**config.mk**
```make
export PLATFORM = sky130hd
export DESIGN_NAME = prog_loader
export DESIGN_NICKNAME = d
export VERILOG_FILES = /design/src/rtl/prog_loader.sv
export SDC_FILE = /design/constraint.sdc
export NUM_CORES = 1
export LEC_CHECK = 0
export BUFFER_PORTS_ARGS = -buffer_cell sky130_fd_sc_hd__buf_2
export CAP_MARGIN = 0
export CORE_ASPECT_RATIO = 0.6
export CORE_MARGIN = 8
export CORE_UTILIZATION = 40
export CTS_CLUSTER_SIZE = 40
export DETAILED_ROUTE_END_ITERATION = 10
export HOLD_SLACK_MARGIN = 0.1
export MAX_ROUTING_LAYER = met4
export PLACE_DENSITY = 0.55
export REMOVE_ABC_BUFFERS = 1
export SYNTH_ARGS = -nofsm -noshare
export SYNTH_HDL_FRONTEND = slang
export SYNTH_SLANG_ARGS = --single-unit
```
**constraint.sdc**
```tcl
create_clock -name i_clk -period 5.9 [get_ports i_clk]
set_clock_uncertainty 0.1 [all_clocks]
set_input_delay 0.295 -clock i_clk [delete_from_list [all_inputs] [get_ports i_clk]]
set_output_delay 0.295 -clock i_clk [all_outputs]
set_load 0.01 [all_outputs]
```
**src/rtl/prog_loader.sv**
```systemverilog
// UART boot loader: receives a framed, checksummed program image and writes it word by word
// into program memory, holding the core in reset until a complete image has been verified.
module prog_loader #(
  parameter int unsigned CLKS_PER_BIT = 434,
  parameter int unsigned ADDR_W       = 8
) (
  input  logic        i_clk,
  input  logic        i_reset,
  input  logic        i_rx,
  output logic        o_pm_we,
  output logic [31:0] o_pm_addr,
  output logic [31:0] o_pm_wdata,
  output logic        o_cpu_reset,
  output logic        o_busy,
  output logic        o_done,
  output logic        o_err
);

  localparam int unsigned CntW     = $clog2(CLKS_PER_BIT);
  localparam int unsigned MaxWords = 1 << ADDR_W;
  localparam logic [CntW-1:0] HalfM1 = CntW'(CLKS_PER_BIT / 2 - 1);
  localparam logic [CntW-1:0] BitM1  = CntW'(CLKS_PER_BIT - 1);
  localparam logic [7:0] SyncByte = 8'hA5;

  typedef enum logic [1:0] {RxIdle, RxStart, RxData, RxStop} rx_state_e;
  typedef enum logic [2:0] {FrIdle, FrLen0, FrLen1, FrData, FrCsum} fr_state_e;

  // ---------------- RX front end ----------------
  logic            r_rx_meta, r_rx_sync, r_rx_prev;
  rx_state_e       r_rx_state, w_rx_state_nxt;
  logic [CntW-1:0] r_cnt, w_cnt_nxt;
  logic [2:0]      r_bit_cnt, w_bit_cnt_nxt;
  logic [7:0]      r_shift, w_shift_nxt;
  logic            r_byte_valid, w_byte_valid_nxt;
  logic            r_frame_err, w_frame_err_nxt;
  logic            w_fall;

  assign w_fall = r_rx_prev & ~r_rx_sync;

  // Synchroniser resets low so a line held low across reset never looks like a start edge.
  always_ff @(posedge i_clk) begin
    if (i_reset) begin
      r_rx_meta    <= 1'b0;
      r_rx_sync    <= 1'b0;
      r_rx_prev    <= 1'b0;
      r_rx_state   <= RxIdle;
      r_cnt        <= '0;
      r_bit_cnt    <= '0;
      r_shift      <= '0;
      r_byte_valid <= 1'b0;
      r_frame_err  <= 1'b0;
    end else begin
      r_rx_meta    <= i_rx;
      r_rx_sync    <= r_rx_meta;
      r_rx_prev    <= r_rx_sync;
      r_rx_state   <= w_rx_state_nxt;
      r_cnt        <= w_cnt_nxt;
      r_bit_cnt    <= w_bit_cnt_nxt;
      r_shift      <= w_shift_nxt;
      r_byte_valid <= w_byte_valid_nxt;
      r_frame_err  <= w_frame_err_nxt;
    end
  end

  always_comb begin
    w_rx_state_nxt   = r_rx_state;
    w_cnt_nxt        = r_cnt + 1'b1;
    w_bit_cnt_nxt    = r_bit_cnt;
    w_shift_nxt      = r_shift;
    w_byte_valid_nxt = 1'b0;
    w_frame_err_nxt  = 1'b0;
    unique case (r_rx_state)
      RxIdle: begin
        w_cnt_nxt = '0;
        if (w_fall) w_rx_state_nxt = RxStart;
      end
      RxStart: begin
        if (r_cnt == HalfM1) begin
          w_cnt_nxt      = '0;
          w_bit_cnt_nxt  = '0;
          w_rx_state_nxt = r_rx_sync ? RxIdle : RxData;
        end
      end
      RxData: begin
        if (r_cnt == BitM1) begin
          w_cnt_nxt     = '0;
          w_shift_nxt   = {r_rx_sync, r_shift[7:1]};
          w_bit_cnt_nxt = r_bit_cnt + 1'b1;
          if (r_bit_cnt == 3'd7) w_rx_state_nxt = RxStop;
        end
      end
      RxStop: begin
        if (r_cnt == BitM1) begin
          w_cnt_nxt        = '0;
          w_byte_valid_nxt = r_rx_sync;
          w_frame_err_nxt  = ~r_rx_sync;
          w_rx_state_nxt   = RxIdle;
        end
      end
      default: w_rx_state_nxt = RxIdle;
    endcase
  end

  // ---------------- Frame FSM ----------------
  fr_state_e       r_state, w_state_nxt;
  logic [15:0]     r_len, w_len_nxt;
  logic [ADDR_W:0] r_widx, w_widx_nxt;
  logic [1:0]      r_lane, w_lane_nxt;
  logic [7:0]      r_csum, w_csum_nxt;
  logic [31:0]     r_word, w_word_nxt;
  logic            r_pm_we, w_pm_we_nxt;
  logic [31:0]     r_pm_addr, w_pm_addr_nxt;
  logic [31:0]     r_pm_wdata, w_pm_wdata_nxt;
  logic            r_cpu_reset, w_cpu_reset_nxt;
  logic            r_busy, w_busy_nxt;
  logic            r_done, w_done_nxt;
  logic            r_err, w_err_nxt;
  logic [15:0]     w_len_full;
  logic [ADDR_W:0] w_widx_inc;
  logic [31:0]     w_word_full;

  assign w_len_full  = {r_shift, r_len[7:0]};
  assign w_widx_inc  = r_widx + 1'b1;
  assign w_word_full = {r_shift, r_word[31:8]};

  always_ff @(posedge i_clk) begin
    if (i_reset) begin
      r_state     <= FrIdle;
      r_len       <= '0;
      r_widx      <= '0;
      r_lane      <= '0;
      r_csum      <= '0;
      r_word      <= '0;
      r_pm_we     <= 1'b0;
      r_pm_addr   <= '0;
      r_pm_wdata  <= '0;
      r_cpu_reset <= 1'b1;
      r_busy      <= 1'b0;
      r_done      <= 1'b0;
      r_err       <= 1'b0;
    end else begin
      r_state     <= w_state_nxt;
      r_len       <= w_len_nxt;
      r_widx      <= w_widx_nxt;
      r_lane      <= w_lane_nxt;
      r_csum      <= w_csum_nxt;
      r_word      <= w_word_nxt;
      r_pm_we     <= w_pm_we_nxt;
      r_pm_addr   <= w_pm_addr_nxt;
      r_pm_wdata  <= w_pm_wdata_nxt;
      r_cpu_reset <= w_cpu_reset_nxt;
      r_busy      <= w_busy_nxt;
      r_done      <= w_done_nxt;
      r_err       <= w_err_nxt;
    end
  end

  always_comb begin
    w_state_nxt     = r_state;
    w_len_nxt       = r_len;
    w_widx_nxt      = r_widx;
    w_lane_nxt      = r_lane;
    w_csum_nxt      = r_csum;
    w_word_nxt      = r_word;
    w_pm_we_nxt     = 1'b0;
    w_pm_addr_nxt   = r_pm_addr;
    w_pm_wdata_nxt  = r_pm_wdata;
    w_cpu_reset_nxt = r_cpu_reset;
    w_busy_nxt      = r_busy;
    w_done_nxt      = r_done;
    w_err_nxt       = r_err;
    if (r_frame_err) begin
      // Abort the load; words already written stay in memory.
      w_err_nxt       = 1'b1;
      w_busy_nxt      = 1'b0;
      w_cpu_reset_nxt = 1'b1;
      w_done_nxt      = 1'b0;
      w_state_nxt     = FrIdle;
    end else if (r_byte_valid) begin
      unique case (r_state)
        FrIdle: begin
          if (r_shift == SyncByte) begin
            w_busy_nxt      = 1'b1;
            w_cpu_reset_nxt = 1'b1;
            w_done_nxt      = 1'b0;
            w_err_nxt       = 1'b0;
            w_widx_nxt      = '0;
            w_lane_nxt      = '0;
            w_csum_nxt      = '0;
            w_state_nxt     = FrLen0;
          end
        end
        FrLen0: begin
          w_len_nxt   = {8'h00, r_shift};
          w_state_nxt = FrLen1;
        end
        FrLen1: begin
          w_len_nxt = w_len_full;
          if (32'(w_len_full) > MaxWords) begin
            w_err_nxt       = 1'b1;
            w_busy_nxt      = 1'b0;
            w_cpu_reset_nxt = 1'b1;
            w_state_nxt     = FrIdle;
          end else if (w_len_full == 16'd0) begin
            w_state_nxt = FrCsum;
          end else begin
            w_state_nxt = FrData;
          end
        end
        FrData: begin
          w_word_nxt = w_word_full;
          w_csum_nxt = r_csum + r_shift;
          w_lane_nxt = r_lane + 1'b1;
          if (r_lane == 2'd3) begin
            w_pm_we_nxt    = 1'b1;
            w_pm_addr_nxt  = {{(30 - ADDR_W){1'b0}}, r_widx[ADDR_W-1:0], 2'b00};
            w_pm_wdata_nxt = w_word_full;
            w_widx_nxt     = w_widx_inc;
            if (32'(w_widx_inc) == 32'(r_len)) w_state_nxt = FrCsum;
          end
        end
        FrCsum: begin
          w_busy_nxt  = 1'b0;
          w_state_nxt = FrIdle;
          if (r_shift == r_csum) begin
            w_done_nxt      = 1'b1;
            w_cpu_reset_nxt = 1'b0;
          end else begin
            w_err_nxt = 1'b1;
          end
        end
        default: w_state_nxt = FrIdle;
      endcase
    end
  end

  assign o_pm_we     = r_pm_we;
  assign o_pm_addr   = r_pm_addr;
  assign o_pm_wdata  = r_pm_wdata;
  assign o_cpu_reset = r_cpu_reset;
  assign o_busy      = r_busy;
  assign o_done      = r_done;
  assign o_err       = r_err;

endmodule

```
Yosys cells after proc, flatten, opt, wreduce, memory -nomap -nowiden. Index checks and enable logic that the tools add are counted.

Add/sub/neg operators: 5. $lt $le $gt $ge: 1. Equality and inequality tests: 27. Mux-type cells: 41. Bitwise gates (word level): 8. Reduce and logical (&&, ||, !) cells: 28.

Operators by type and width (number): 2-to-1 mux 9 bit (4); one-hot mux 16 bit (2 select lines) (1); one-hot mux 9 bit (3 select lines) (1); AND reduction 4 bit (6); 2-to-1 mux 3 bit (7); != test 2 bit (second input constant) (10); AND reduction 5 bit (4); adder 9 x 1 -> 9 bit (second input constant) (2); one-hot mux 9 bit (2 select lines) (1); == test 9 x 16 -> 1 bit (1); greater-than comparator 16 x 9 -> 1 bit (second input constant) (1); logical NOT 16 bit (1); one-hot mux 8 bit (2 select lines) (1); 2-to-1 mux 2 bit (7); one-hot mux 3 bit (4 select lines) (1); 2-to-1 mux 1 bit (10); nonzero test 2 bit (5); == test 9 x 8 -> 1 bit (second input constant) (1); == test 9 bit (second input constant) (1); != test 3 bit (second input constant) (3); one-hot mux 1 bit (3 select lines) (3); AND reduction 3 bit (3); adder 8 bit (1); == test 8 bit (1); 23 further kinds (34).

Bits in registers: 142. Bits of input ports: 3. Output and inout bits: 69. Logic and storage cells: 133.

Depth between registers and ports, before layout.
Depth in word-level cells: 5. Gate-level depth with buffers: 9.

Worst setup path after synthesis. OpenSTA, ideal clock, no wires.

Path kind: reg2reg. Start: register r_shift[1]. End: register r_err (netlist: o_err). Library setup time: 130 ps. Data arrival time: 1790 ps. Path slack: 3880 ps. Cell stages (with the launch flop): 7. Clock period less this slack: 2020 ps. Cell sequence: dfxtp_1 or4_4 nor2_1 o31a_2 nor3b_1 a311o_1 a31oi_1.

Cells in the longest elaborated chain, start to end: 3. Elaborated cells between the ends (all ways): 7. Classes of those cells: order compare: 1; eq/ne: 5; reduce/logical: 1.

RTL lines: from (decl) (RTL line 33) `logic [7:0] r_shift, w_shift_nxt;`; from (signal assigned) (RTL line 59) `r_shift <= w_shift_nxt;`; greater-than comparator 16 x 9 -> 1 bit (tied with other cells) (RTL line 199) `if (32'(w_len_full) > MaxWords) begin`; != test 3 bit (no line); AND reduction 5 bit (no line) (*); to (signal assigned) (RTL line 154) `r_err <= w_err_nxt;`; to (decl) (RTL line 117) `logic r_err, w_err_nxt;`.

Every way passes the cells marked *; elsewhere a longest branch is shown, timed or not. A chain may end at the register's enable or synchronous reset.

Final worst setup path.
Start: register r_state[1]. End: register r_widx[6].

Cells in the longest elaborated chain, start to end: 3. Elaborated cells between the ends (all ways): 7. Classes of those cells: eq/ne: 3; mux: 1; reduce/logical: 3.

RTL lines: from (decl) (RTL line 105) `fr_state_e r_state, w_state_nxt;`; from (signal assigned) (RTL line 128) `r_state <= FrIdle;`; from (signal assigned) (RTL line 142) `r_state <= w_state_nxt;`; == test 3 x 2 -> 1 bit or logical NOT 3 bit (tied branches) (RTL line 180) `unique case (r_state)`; != test 2 bit (no line) or nonzero test 2 bit (tied branches); AND reduction 5 bit (no line); to (signal assigned) (RTL line 144) `r_widx <= w_widx_nxt;`; to (decl) (RTL line 107) `logic [ADDR_W:0] r_widx, w_widx_nxt;`.

Parallel ways exist; a longest one is shown, timed or not.

==> impl_metrics.json <==
{
  "die_x_um": 174,
  "report.power.total_mw": 1.98,
  "power_density_nw_per_um2": 291,
  "layout-drive-gt1-share_pct": 12.3,
  "relSlewSlack_pct": 46.7,
  "drt_iter0_drc": 389,
  "n_antenna_cell": 0,
  "endpoint_kind": "register",
  "synth_edf_count": 0,
  "num-fill-cells": 1453,
  "crit_path_start_kind": "register",
  "async_flop_share_pct": 0,
  "pre_cts_ws_ns": 3.34,
  "yosysTopAreaCell": "dfxtp_1",
  "gp_congestion": 0.884,
  "grt_max_degree": 81,
  "worstMarginPinSlew_ns": 0.799,
  "cts_buffer_depth": 2,
  "synthToLayoutAreaGrowth_pct": 13.8,
  "synth_cells": 743,
  "synth-main-ff-cell": "dfxtp_1",
  "initial_core_util_pct": 41.1,
  "vias": 4999,
  "grt_pass1_wl_mm": 24.2,
  "cts-root-buf": "clkbuf_16",
  "synth_area_leaders": "dfxtp_1, nand2_1, a21oi_1, nor2_1, buf_4",
  "first_pass_iters": 5,
  "yosysUniqueCellTypes": 61,
  "min_period_ns": 2.59,
  "ir_worst_vdd_mv": 0.167,
  "netlist.area_leader.share_pct": 44.9,
  "antenna_left": 0,
  "cp_max_fo": 45,
  "grt_pass1_vias": 4752,
  "io_pins": 72,
  "drv_slew": 0,
  "cp.arrival_ns": 2.83,
  "drcViolationCount": 0,
  "postSynthAreaPerCell_um2": 8.04,
  "totalWireLength_mm": 14.1,
  "timing.hold.ws_ns": 0.337,
  "path_class": "reg2reg",
  "die_height_um": 111,
  "io_buffers": 47,
  "yosys_warnings": 0,
  "ys_ff_latch": 134,
  "postCtsSetupBuffers": 0,
  "cp.required_ns": 6.14,
  "regArea_um2": 2680,
  "hold_violations": 0,
  "dp_hpwl_mm": 9.57,
  "rsz0062_at_grt": "false",
  "status": "finished, final reports clean",
  "gr-total-overflow": 0,
  "clk_latency_ns": 0.42,
  "tritoncts": "built",
  "hold_path_class": "reg2reg",
  "synth_area_um2": 5980,
  "fin_crit_sh_pct": 43.8,
  "routedWlPerCell_um": 14.5,
  "setup_viol": 0,
  "fin_ws_ns": 3.31,
  "fmaxAchievable_mhz": 387,
  "ys_seq_area_share_pct": 44.9,
  "nets": 784,
  "via_per_inst": 5.12,
  "cts_htree_levels": 4,
  "multi_input_area_um2": 2980,
  "grt_antenna_before_repair": 0,
  "p_leak_nw": 2.52,
  "cts_buffers": 17,
  "core_area_um2": 14500,
  "path_clk_slew_ns": 0.06,
  "finalSetupTns_ns": 0,
  "rows": 34,
  "track_usage_pct": 15.5,
  "drv_cap": 0,
  "dieArea_um2": 19200,
  "clkSinkCount": 134
}
## registers in the layout, summed over array words and instances, names as in the netlist, 2 cells and up, named ones only
signal / cells
r_cnt: 9
r_widx: 9
r_state: 3
r_word: 24
r_csum: 8
r_bit_cnt: 3
o_pm_addr: 8
r_shift: 8
o_pm_wdata: 32
r_lane: 2
r_len: 16
## what timing repair did
action,in CTS,in global routing
hold buffers,1,0
resized for setup,0,0
endpoints found under the hold margin,1,0
## where the power goes
group | switching (mW) | internal [mW] | total [mW]
clock | 0.417 | 0.626 | 1.04
combinational | 0.0226 | 0.00370 | 0.0263
sequential | 0.00115 | 0.906 | 0.907
total | 0.441 | 1.54 | 1.98
## cells by family after synthesis
group                    synth area share (%)
AND/OR/NAND/NOR                          26.1
AO/OA/AOI/OAI                            15.4
flip-flops                               44.9
buffers and inverters                    6.70
XOR/XNOR                                 3.08
adder cells (fa/ha/maj)                  3.27
multiplexers                            0.502
other                                  0.0627
## through the flow
stage,instance area (um2),instances,util (%)
finish,6800,977,46.7
global route,6800,977,46.7
CTS,6800,977,46.7
detailed placement,6210,944,42.7
global placement,6210,944,42.7
floorplan,5690,694,-
## worst max-delay path, cell delays in order, from the launching register on
cell and delay (ns):
dfxtp_1 0.52, nand3b_4 0.23, nor3b_4 0.22, buf_4 0.35
nand2_1 0.09, buf_4 0.27, or4_1 0.54, a21oi_1 0.16
## synth_stat cells, types with 5 or more instances
| cell | number |
|---|---|
| inv_1 | 7 |
| nor2b_1 | 8 |
| nand3_1 | 27 |
| nor2_1 | 50 |
| buf_2 | 11 |
| clkbuf_1 | 36 |
| a31oi_1 | 5 |
| a22oi_1 | 8 |
| xor2_1 | 9 |
| dfxtp_1 | 134 |
| nor4_1 | 6 |
| ha_1 | 14 |
| o21ai_0 | 12 |
| nand3b_1 | 8 |
| nand2_1 | 176 |
| a21oi_1 | 110 |
| xnor2_1 | 12 |
| nand2b_1 | 10 |
| nor3_1 | 11 |
| buf_4 | 24 |
## cells in the final DEF, fill, tap and decap left out, types with 5 or more instances in the layout
master / netlist / layout
a31oi_1: 5 / 5
buf_4: 24 / 6
nand3_1: 27 / 27
o21ai_0: 12 / 12
a22oi_1: 8 / 8
clkbuf_16: 0 / 17
buf_2: 11 / 46
inv_1: 7 / 7
nand2_1: 176 / 176
nor2b_1: 8 / 8
nand2b_1: 10 / 10
nor4_1: 6 / 6
ha_1: 14 / 14
conb_1: 1 / 24
xor2_1: 9 / 9
inv_6: 0 / 5
a21oi_1: 110 / 110
nor2_1: 50 / 50
xnor2_1: 12 / 12
nand3b_1: 8 / 8
dfxtp_1: 134 / 134
nor3_1: 11 / 11
## per-layer routing
metal	wire length [um]	track usage (%)	share of wire, %
met1	7330	21.3	52
met2	5850	21.4	41
met3	780	4.05	5.5
met4	163	5.56	1.2
met5	0	-	0
## worst paths after layout
check / startpoint / end / slack (ns) / cells past startpoint
min: r_rx_meta / r_rx_sync / 0.34 / 1
min reg2reg: r_rx_meta / r_rx_sync / 0.34 / 1
max: r_state[1] / r_widx[6] / 3.31 / 7
max reg2reg: r_state[1] / r_widx[6] / 3.31 / 7
## final cells by class
cell class	count	share of cell area [%]
repair buffers	53	4.20
well taps	198	3.64
multi-input cells	553	43.8
flip-flops and latches	134	39.5
inverters	7	0.386
clock buffers	18	6.31
clock inverters	14	2.17
No activity file was read; power rests on OpenSTA's default activity.
